### src/rtl/serial_tx.sv
// UART-style byte serialiser: start bit, 8 data bits LSB first, stop bit.
// All outputs are registered; Busy/Done let upstream logic pace loads.
module serial_tx #(
  parameter int unsigned ClksPerBit = 16
) (
  input  logic       i_clk,
  input  logic       i_reset,
  input  logic [7:0] i_data_in,
  input  logic       i_load,
  output logic       o_tx_out,
  output logic       o_busy,
  output logic       o_done
);

  localparam int unsigned CntW = (ClksPerBit > 2) ? $clog2(ClksPerBit) : 1;
  localparam logic [CntW-1:0] CntMax = CntW'(ClksPerBit - 1);

  typedef enum logic [1:0] {StIdle, StStart, StData, StStop} state_e;

  state_e          r_state, w_state_nxt;
  logic [7:0]      r_shift, w_shift_nxt;
  logic [CntW-1:0] r_baud_cnt, w_baud_cnt_nxt;
  logic [2:0]      r_bit_idx, w_bit_idx_nxt;
  logic            r_tx, w_tx_nxt;
  logic            r_busy, w_busy_nxt;
  logic            r_done, w_done_nxt;
  logic            w_bit_end;

  assign w_bit_end = (r_baud_cnt == CntMax);

  always_comb begin
    w_state_nxt    = r_state;
    w_shift_nxt    = r_shift;
    w_baud_cnt_nxt = r_baud_cnt;
    w_bit_idx_nxt  = r_bit_idx;
    w_busy_nxt     = r_busy;
    w_done_nxt     = 1'b0;
    w_tx_nxt       = 1'b1;

    unique case (r_state)
      StIdle: begin
        if (i_load) begin
          w_state_nxt    = StStart;
          w_shift_nxt    = i_data_in;
          w_baud_cnt_nxt = '0;
          w_bit_idx_nxt  = '0;
          w_busy_nxt     = 1'b1;
        end
      end
      StStart: begin
        if (w_bit_end) begin
          w_baud_cnt_nxt = '0;
          w_state_nxt    = StData;
        end else begin
          w_baud_cnt_nxt = r_baud_cnt + CntW'(1);
        end
      end
      StData: begin
        if (w_bit_end) begin
          w_baud_cnt_nxt = '0;
          w_shift_nxt    = {1'b0, r_shift[7:1]};
          w_bit_idx_nxt  = r_bit_idx + 3'd1;
          if (r_bit_idx == 3'd7) begin
            w_state_nxt = StStop;
          end
        end else begin
          w_baud_cnt_nxt = r_baud_cnt + CntW'(1);
        end
      end
      StStop: begin
        if (w_bit_end) begin
          w_baud_cnt_nxt = '0;
          w_state_nxt    = StIdle;
          w_busy_nxt     = 1'b0;
          w_done_nxt     = 1'b1;
        end else begin
          w_baud_cnt_nxt = r_baud_cnt + CntW'(1);
        end
      end
      default: begin
        w_state_nxt = StIdle;
      end
    endcase

    // Line level is derived from the next state so TxOut stays a plain register.
    unique case (w_state_nxt)
      StStart: w_tx_nxt = 1'b0;
      StData:  w_tx_nxt = w_shift_nxt[0];
      default: w_tx_nxt = 1'b1;
    endcase
  end

  always_ff @(posedge i_clk or posedge i_reset) begin
    if (i_reset) begin
      r_state    <= StIdle;
      r_shift    <= '0;
      r_baud_cnt <= '0;
      r_bit_idx  <= '0;
      r_tx       <= 1'b1;
      r_busy     <= 1'b0;
      r_done     <= 1'b0;
    end else begin
      r_state    <= w_state_nxt;
      r_shift    <= w_shift_nxt;
      r_baud_cnt <= w_baud_cnt_nxt;
      r_bit_idx  <= w_bit_idx_nxt;
      r_tx       <= w_tx_nxt;
      r_busy     <= w_busy_nxt;
      r_done     <= w_done_nxt;
    end
  end

  assign o_tx_out = r_tx;
  assign o_busy   = r_busy;
  assign o_done   = r_done;

endmodule
### config.mk
export PLATFORM = sky130hd
export DESIGN_NAME = serial_tx
export DESIGN_NICKNAME = d
export VERILOG_FILES = /design/src/rtl/serial_tx.sv
export SDC_FILE = /design/constraint.sdc
export NUM_CORES = 1
export LEC_CHECK = 0
export CAP_MARGIN = 10
export CORE_UTILIZATION = 47
export CTS_CLUSTER_DIAMETER = 100
export DETAILED_ROUTE_END_ITERATION = 8
export PLACE_DENSITY = 0.73
export SYNTH_ARGS = -nofsm -noshare
export SYNTH_HDL_FRONTEND = slang
export SYNTH_SLANG_ARGS = --single-unit
### constraint.sdc
create_clock -name i_clk -period 1.6 [get_ports i_clk]
set_input_delay 0.32 -clock i_clk [delete_from_list [all_inputs] [get_ports i_clk]]
set_output_delay 0.32 -clock i_clk [all_outputs]
set_load 0.02 [all_outputs]
==> impl_metrics.toml, run 1 <==
[worst_setup_path]
startpoint_type = "flop"
timing.critical_path.slowest_stage_cell = "sky130_fd_sc_hd__dfrtp_1"
timing.setup.critical_path_class = "flop to flop"
critical_path.endpoint_type = "flop"
cp_data_required_time_ps = 1850
worstPathMaxFanout = 5
crit_arrival_ps = 1790
crit_path_max_incr_delay_ps = 420
worstPathCellList = "ha_2 -> and3_4 -> a31oi_4 -> a221o_1 -> o21a_1"

[cts]
htreeDepth = 1
tritoncts = "done"
cts_buffer_depth = 2
cts_sinks = 20
worst_skew_pair.late_latency_ps = 300
ctsRootBufferMaster = "sky130_fd_sc_hd__clkbuf_4"
clkTransAtPathRegs_ps = 110
cts_buf_count = 3

[layout]
final-instance-count-excl-fill = 142
area_delta_synth_final_pct = 24.8
drive_gt1_share_pct = 17.4
finish.net_count = 130
antennaDiodeCount = 0

[detailed_routing]
detail_route.wirelength_um = 1960
detailed_route_iter0_violations = 9
average_detailed_routed_wire_length_per_instance_um = 13.8
count_of_vias_placed_by_the_detailed_router = 764
drc = 0
via_per_inst = 5.38
drt_first_pass_iters = 4
ant_nets = 0

[min_path]
min_path_type = "input port to asynchronous set/reset pin"

[logic_synthesis]
synth.yosys.seq_area_share_pct = 51.5
synthDistinctLibCells = 30
synthesis.instances = 92
post_synth.cell_area_avg_um2 = 10.6
synthesis.area_um2 = 973
mappedNetlistNets = 106
synth.ff_latch_count = 20
yosysWarningCount = 0

[sta]
report.final.setup_viol = 0
period_minus_slack_ps = 1540
timing.final.max_slew_violations = 0
report.final.hold_viol_count = 0
layout_worst_path_cycle_share_pct = 96.5
clock.fmax_mhz = 648
slew_headroom_pct = 73.5
worst_slew_pin_slew_ps = 397
worst_hold_slack_ps = 319
fin_skew_ps = 2.10

[floorplan]
boundaryPins = 14
die_h_um = 47.5
die_w_um = 47.5
floorplan.core_area_mm2 = 0.00196
design.die.area_mm2 = 0.00226
rows = 16
start_util_pct = 49.6

[grt]
total_grt_overflow = 0
grt_pass1_vias = 661
antenna_found_initial = 0
grt_first_pass_wirelength_um = 2920
largest_net_degree_at_the_start_of_global_routing = 21
globalRouteTotalUtil_pct = 19.4

[power]
vdd_drop_max_v = 0.00107
power_leakage_nw = 0.575
power.density_mw_per_mm2 = 1570

[outcome]
outcome = "completed"

[placed_design]
dp_hpwl_um = 1430
gpl.final_weighted_congestion = 0.698
placedCellCount = 138
port_buffers = 13

[run]
timing.max_cap.violations = 0
[synthesized netlist by cell type (all sizes together)]
master / number / area share [%]
ha: 3 / 3.9
nor2b: 1 / 0.64
o21bai: 1 / 0.77
o221ai: 1 / 0.90
nor2: 4 / 1.5
and3: 1 / 0.77
o21a: 1 / 0.77
a31o: 1 / 0.90
xnor2: 1 / 0.90
nand2b: 1 / 0.64
a221o: 1 / 1.0
a21bo: 1 / 1.0
nor3: 2 / 2.2
a22oi: 8 / 6.2
dfstp: 1 / 2.7
and2: 2 / 1.3
mux2: 1 / 1.2
o21ai: 8 / 4.1
dfrtp: 19 / 49
nor3b: 2 / 2.7
nand2: 17 / 6.6
a31oi: 1 / 2.2
nand4: 1 / 0.64
o31ai: 2 / 1.5
buf: 3 / 2.7
inv: 5 / 1.9
nand3: 3 / 1.5
[through the flow]
step / setup TNS, ps / setup WS (ps) / area [µm²] / util, % / power [mW]
after floorplan: 0 / 97.2 / 973 / - / 1.44
after global placement: -92.2 / -61.6 / 1180 / 60.1 / 1.61
after detailed placement: -178 / -112 / 1180 / 60.1 / 1.66
after CTS: 0 / 5.59 / 1200 / 61.4 / 1.90
after global routing: -7.04 / -7.04 / 1210 / 61.9 / 2.05
final: 0 / 56.8 / 1210 / 61.9 / 1.90
[area by class of cell]
class / count / area [µm²]
Timing Repair Buffer: 22 / 201
Inverter: 5 / 18.8
Sequential cell: 20 / 502
Multi-Input combinational cell: 64 / 433
Clock buffer: 4 / 26.3
Fill cell: 190 / 747
Tap cell: 27 / 33.8
[path summary, 6_finish.rpt]
kind	startpoint	cells past startpoint	slack [ps]	endpoint
setup / recovery	r_baud_cnt[0]	5	60	o_tx_out
hold / removal	i_reset	3	320	r_shift[3]
setup reg to reg	r_baud_cnt[0]	5	60	o_tx_out
hold reg to reg	r_shift[2]	2	490	r_shift[2]
max in group asynchronous	i_reset	3	1020	o_tx_out
min in group i_clk	r_shift[2]	2	490	r_shift[2]
[critical path, delay by kind of cell (launching register included)]
family	cells	cell delay (ps)
compound gates	3	600
flops	1	420
simple gates	1	230
fa+ha+maj	1	240
[sequential cells by signal, indices dropped and copies added, names as in the netlist]
| name | cells |
|---|---|
| r_state | 2 |
| o_busy | 1 |
| o_done | 1 |
| r_shift | 8 |
| o_tx_out | 1 |
| r_baud_cnt | 4 |
| r_bit_idx | 3 |
[layout by cell type (no fill, tap or decap)]
| cell type | n |
|---|---|
| sky130_fd_sc_hd__o21a_1 | 1 |
| sky130_fd_sc_hd__clkbuf_4 | 3 |
| sky130_fd_sc_hd__nor2_1 | 4 |
| sky130_fd_sc_hd__nor3_1 | 1 |
| sky130_fd_sc_hd__o21bai_1 | 1 |
| sky130_fd_sc_hd__a22oi_1 | 8 |
| sky130_fd_sc_hd__dfrtp_1 | 19 |
| sky130_fd_sc_hd__ha_2 | 1 |
| sky130_fd_sc_hd__nor3b_4 | 1 |
| sky130_fd_sc_hd__a31o_2 | 1 |
| sky130_fd_sc_hd__clkdlybuf4s50_1 | 10 |
| sky130_fd_sc_hd__nand3_1 | 3 |
| sky130_fd_sc_hd__xnor2_1 | 1 |
| sky130_fd_sc_hd__inv_1 | 5 |
| sky130_fd_sc_hd__nor3b_1 | 1 |
| sky130_fd_sc_hd__nand4_1 | 1 |
| sky130_fd_sc_hd__nand2_1 | 17 |
| sky130_fd_sc_hd__o31ai_1 | 2 |
| sky130_fd_sc_hd__buf_4 | 9 |
| sky130_fd_sc_hd__ha_1 | 2 |
| sky130_fd_sc_hd__dlygate4sd2_1 | 1 |
| sky130_fd_sc_hd__dfstp_2 | 1 |
| sky130_fd_sc_hd__o21ai_0 | 8 |
| sky130_fd_sc_hd__mux2_2 | 1 |
| sky130_fd_sc_hd__nor2b_1 | 1 |
| sky130_fd_sc_hd__dlymetal6s2s_1 | 2 |
| sky130_fd_sc_hd__o221ai_1 | 1 |
| sky130_fd_sc_hd__clkbuf_1 | 1 |
| sky130_fd_sc_hd__nand2b_1 | 1 |
| sky130_fd_sc_hd__nor3_4 | 1 |
| sky130_fd_sc_hd__and3_4 | 1 |
| sky130_fd_sc_hd__a221o_1 | 1 |
| sky130_fd_sc_hd__a21bo_1 | 1 |
| sky130_fd_sc_hd__a31oi_4 | 1 |
| sky130_fd_sc_hd__and2_1 | 2 |
[metal layers]
layer	up-vias	GRT usage, %	wire length, µm
met5	-	0	0
li1	375	-	-
met3	4	4.53	42
met1	374	27.6	958
met4	0	12.0	37
met2	11	26.6	924
[power by group]
group / internal, mW / switching, mW
Combinational: 0.350 / 0.357
Clock: 0.0973 / 0.155
Sequential: 0.733 / 0.212
[kinds of logic (layout without fill, tap and decap cells)]
kind of cell	after synthesis	in the layout	share of synthesized area, %
flops	20	20	51.5
simple gates	34	34	18.5
compound gates	25	25	19.4
fa+ha+maj	3	3	3.86
xor+xnor	1	1	0.900
mux	1	1	1.16
buf+inv	8	31	4.63
[repair_timing]
item,4_1_cts,5_1_grt
setup buffers,0,0
resized for setup,1,4
hold buffers,0,0
setup endpoints to repair,1,6
No activity file was read; power rests on OpenSTA's default activity.
==> run 2: changes to the inputs <==
- ABC_AREA: default -> 1
- CORE_UTILIZATION: 47 -> 48
- PLACE_DENSITY: 0.73 -> 0.74
- REMOVE_ABC_BUFFERS: default -> 1
==> run 2 against run 1 <==
Effect of this change:
- count of clock-buffer cells in the layout shrank 1
- flip-flop and latch count did not move
- critical path type unchanged
- clock skew increased by 0.91 ps
- utilization rose by 1.9 points
- synthesized area increased by 11%
- die area rose by 8.2%
- register-to-register slack better by 60 ps
- global-route usage grew 0.32 points
==> impl_metrics.toml, run 2 <==
[outcome]
outcome = "completed"

[logic_synthesis]
synth.area.mux_share_pct = 0
ys.flop_type = "sky130_fd_sc_hd__dfrtp_1"
synth.ff_latch_count = 20
post_synth_fa_ha_maj_area_fraction_pct = 3.48
synthDominantCellAreaShare_pct = 44.0
synth_async_sr_flop_share_pct = 100
yosysWarningCount = 0
synth_top_family_by_area = "simple AND/OR/NAND/NOR gates"
synth_top_cell_by_area = "sky130_fd_sc_hd__dfrtp_1"
synthesis.area_mm2 = 0.00108
synth_simple_gate_area_share_pct = 32.6
post_synth.cell_area_avg_um2 = 9.47
synth_area_in_compound_gates_pct = 10.2
synthDistinctLibCells = 22
ys_top_cells_by_area = "sky130_fd_sc_hd__dfrtp_1 (44%), sky130_fd_sc_hd__nand2_1 (9.4%), sky130_fd_sc_hd__nand2_2 (5.2%)"
yosys-top-cells-count = "sky130_fd_sc_hd__nand2_1 (27), sky130_fd_sc_hd__dfrtp_1 (19), sky130_fd_sc_hd__inv_1 (11)"
yosysMostFrequentCell = "sky130_fd_sc_hd__nand2_1"
number_of_enable_flip_flop_cells_after_synthesis = 0
synthesis.instances = 114
synth.yosys.seq_area_share_pct = 46.5
synth_xor_xnor_area_share_pct = 0.811

[placed_design]
detailedPlace.worstSlack_ps = 55.7
dp_hpwl_um = 1480
gpl.final_weighted_congestion = 0.835
port_buffers = 13
placedCellCount = 154

[detailed_routing]
detailed_route_iter0_violations = 13
ant_nets = 0
drt_first_pass_iters = 4
via_per_inst = 5.11
drc = 0
detail_route.wirelength_um = 2010
average_detailed_routed_wire_length_per_instance_um = 12.6
count_of_vias_placed_by_the_detailed_router = 817

[power]
power.density_mw_per_mm2 = 743
switching_share_pct = 19.1
pwr-share-seq_pct = 52.3
power_leakage_nw = 0.673
vdd_drop_max_v = 0.000587
cell_internal_pwr_mw = 0.782
combPwrFrac_pct = 4.2
share_clk_of_total_power_pct = 43.5
switchingPower_mw = 0.185

[sta]
final_setup_tns_ps = 0
layout_worst_path_cycle_share_pct = 92.6
report.final.hold_viol_count = 0
timing.final.max_slew_violations = 0
clock.fmax_mhz = 675
slew_headroom_pct = 78.2
worst_hold_slack_ps = 246
worst_slew_pin_slew_ps = 324
period_minus_slack_ps = 1480
fin_skew_ps = 3.01
report.final.setup_viol = 0
final.setup.worst_slack_ps = 118

[grt]
largest_net_degree_at_the_start_of_global_routing = 14
grt_first_pass_wirelength_um = 3680
total_grt_overflow = 0
antenna_found_initial = 0
grt_pass1_vias = 786
globalRouteTotalUtil_pct = 19.7

[cts]
htreeDepth = 1
cts_buffer_depth = 2
worst_skew_pair.late_latency_ps = 310
clkTransAtPathRegs_ps = 120
cts_buf_count = 3
ctsRootBufferMaster = "sky130_fd_sc_hd__clkbuf_4"
cts-hold-fix-buffers = 0
tritoncts = "done"
cts_sinks = 20

[layout]
fin_util_pct = 63.8
layout.cells.most_common = "sky130_fd_sc_hd__nand2_1"
biggest_regs = "r_shift (8), r_baud_cnt (4), r_bit_idx (3)"
biggest_register = "r_shift"
antennaDiodeCount = 0
area_delta_synth_final_pct = 20.6
drive_gt1_share_pct = 21.8
most-common-layout-cells = "sky130_fd_sc_hd__nand2_1 (27), sky130_fd_sc_hd__dfrtp_1 (19), sky130_fd_sc_hd__inv_1 (11), sky130_fd_sc_hd__nor2_1 (10), sky130_fd_sc_hd__clkdlybuf4s50_1 (10)"
num-fill-cells = 174
finish.net_count = 148
final-instance-count-excl-fill = 160
largest_register_ffs = 8

[worst_setup_path]
cp_data_required_time_ps = 1810
startpoint_type = "flop"
crit_arrival_ps = 1690
worstPathMaxFanout = 12
r2r_slack_ps = 120
critical_path.endpoint_type = "flop"
timing.setup.critical_path_class = "flop to flop"

[floorplan]
die_w_um = 49.4
boundaryPins = 14
die_h_um = 49.4
floorplan.core_area_mm2 = 0.00204
design.die.area_mm2 = 0.00244
start_util_pct = 52.9
rows = 16

[run]
timing.max_cap.violations = 0

[min_path]
min_path_type = "input port to asynchronous set/reset pin"
run 2: path summary, 6_finish.rpt:
path	endpoint	cells after the start	startpoint
setup / recovery	r_shift[7]	5	r_baud_cnt[0]
hold / removal	r_baud_cnt[3]	2	i_reset
setup reg to reg	r_shift[7]	5	r_baud_cnt[0]
hold reg to reg	o_busy	2	o_busy
max in group asynchronous	r_shift[0]	3	i_reset
min in group i_clk	o_busy	2	o_busy
run 2: cell type report:
cell class | instances | area, µm² | share of cell area (%)
clock buffers | 3 | 22.5 | 1.73
repair buffers | 16 | 156 | 12.0
well taps | 27 | 33.8 | 2.59
clock inverters | 1 | 30.0 | 2.31
inverters | 12 | 50.0 | 3.84
multi-input cells | 81 | 508 | 39.0
flip-flops and latches | 20 | 502 | 38.5
run 2: power by group through the flow:
stage	sequential [mW]	combinational (mW)	clock, mW
finish	0.505	0.0411	0.421
global route	0.506	0.0457	0.453
CTS	0.505	0.0422	0.424
detailed placement	0.515	0.0419	0
global placement	0.515	0.0411	0
floorplan	0.515	0.00901	0
run 2: kinds of logic (layout without fill, tap and decap cells):
logic type,after synthesis,count (layout)
and+or+nand+nor,62,62
DFF,20,20
AOI/OAI and AO/OA,15,15
buffers and inverters,13,32
adders and majority gates,3,3
xor gates and xnor gates,1,1
run 2: metrics by stage:
step / power, mW / area (µm²)
finish: 0.967 / 1300
global route: 1.00 / 1300
CTS: 0.971 / 1280
detailed placement: 0.557 / 1230
global placement: 0.556 / 1230
floorplan: 0.524 / 1060
run 2: critical path: stages (launching register included):
cell                      delay, ps
sky130_fd_sc_hd__dfrtp_1        410
sky130_fd_sc_hd__ha_1           250
sky130_fd_sc_hd__nand3_4        170
sky130_fd_sc_hd__nor2_8         240
sky130_fd_sc_hd__nor2_8          90
sky130_fd_sc_hd__a22o_2         210
run 2: what timing repair did:
item                       in CTS  in global routing
setup buffers                   0                  2
resized for setup               1                  2
pin swaps                       0                  1
setup endpoints to repair       1                  3
run 2: layer usage:
layer	vias to the layer above	track usage [%]	wire length, µm
met2	16	29.5	924
met5	-	0	0
li1	414	-	-
met1	385	29.4	974
met3	2	4.05	91
met4	0	4.29	19
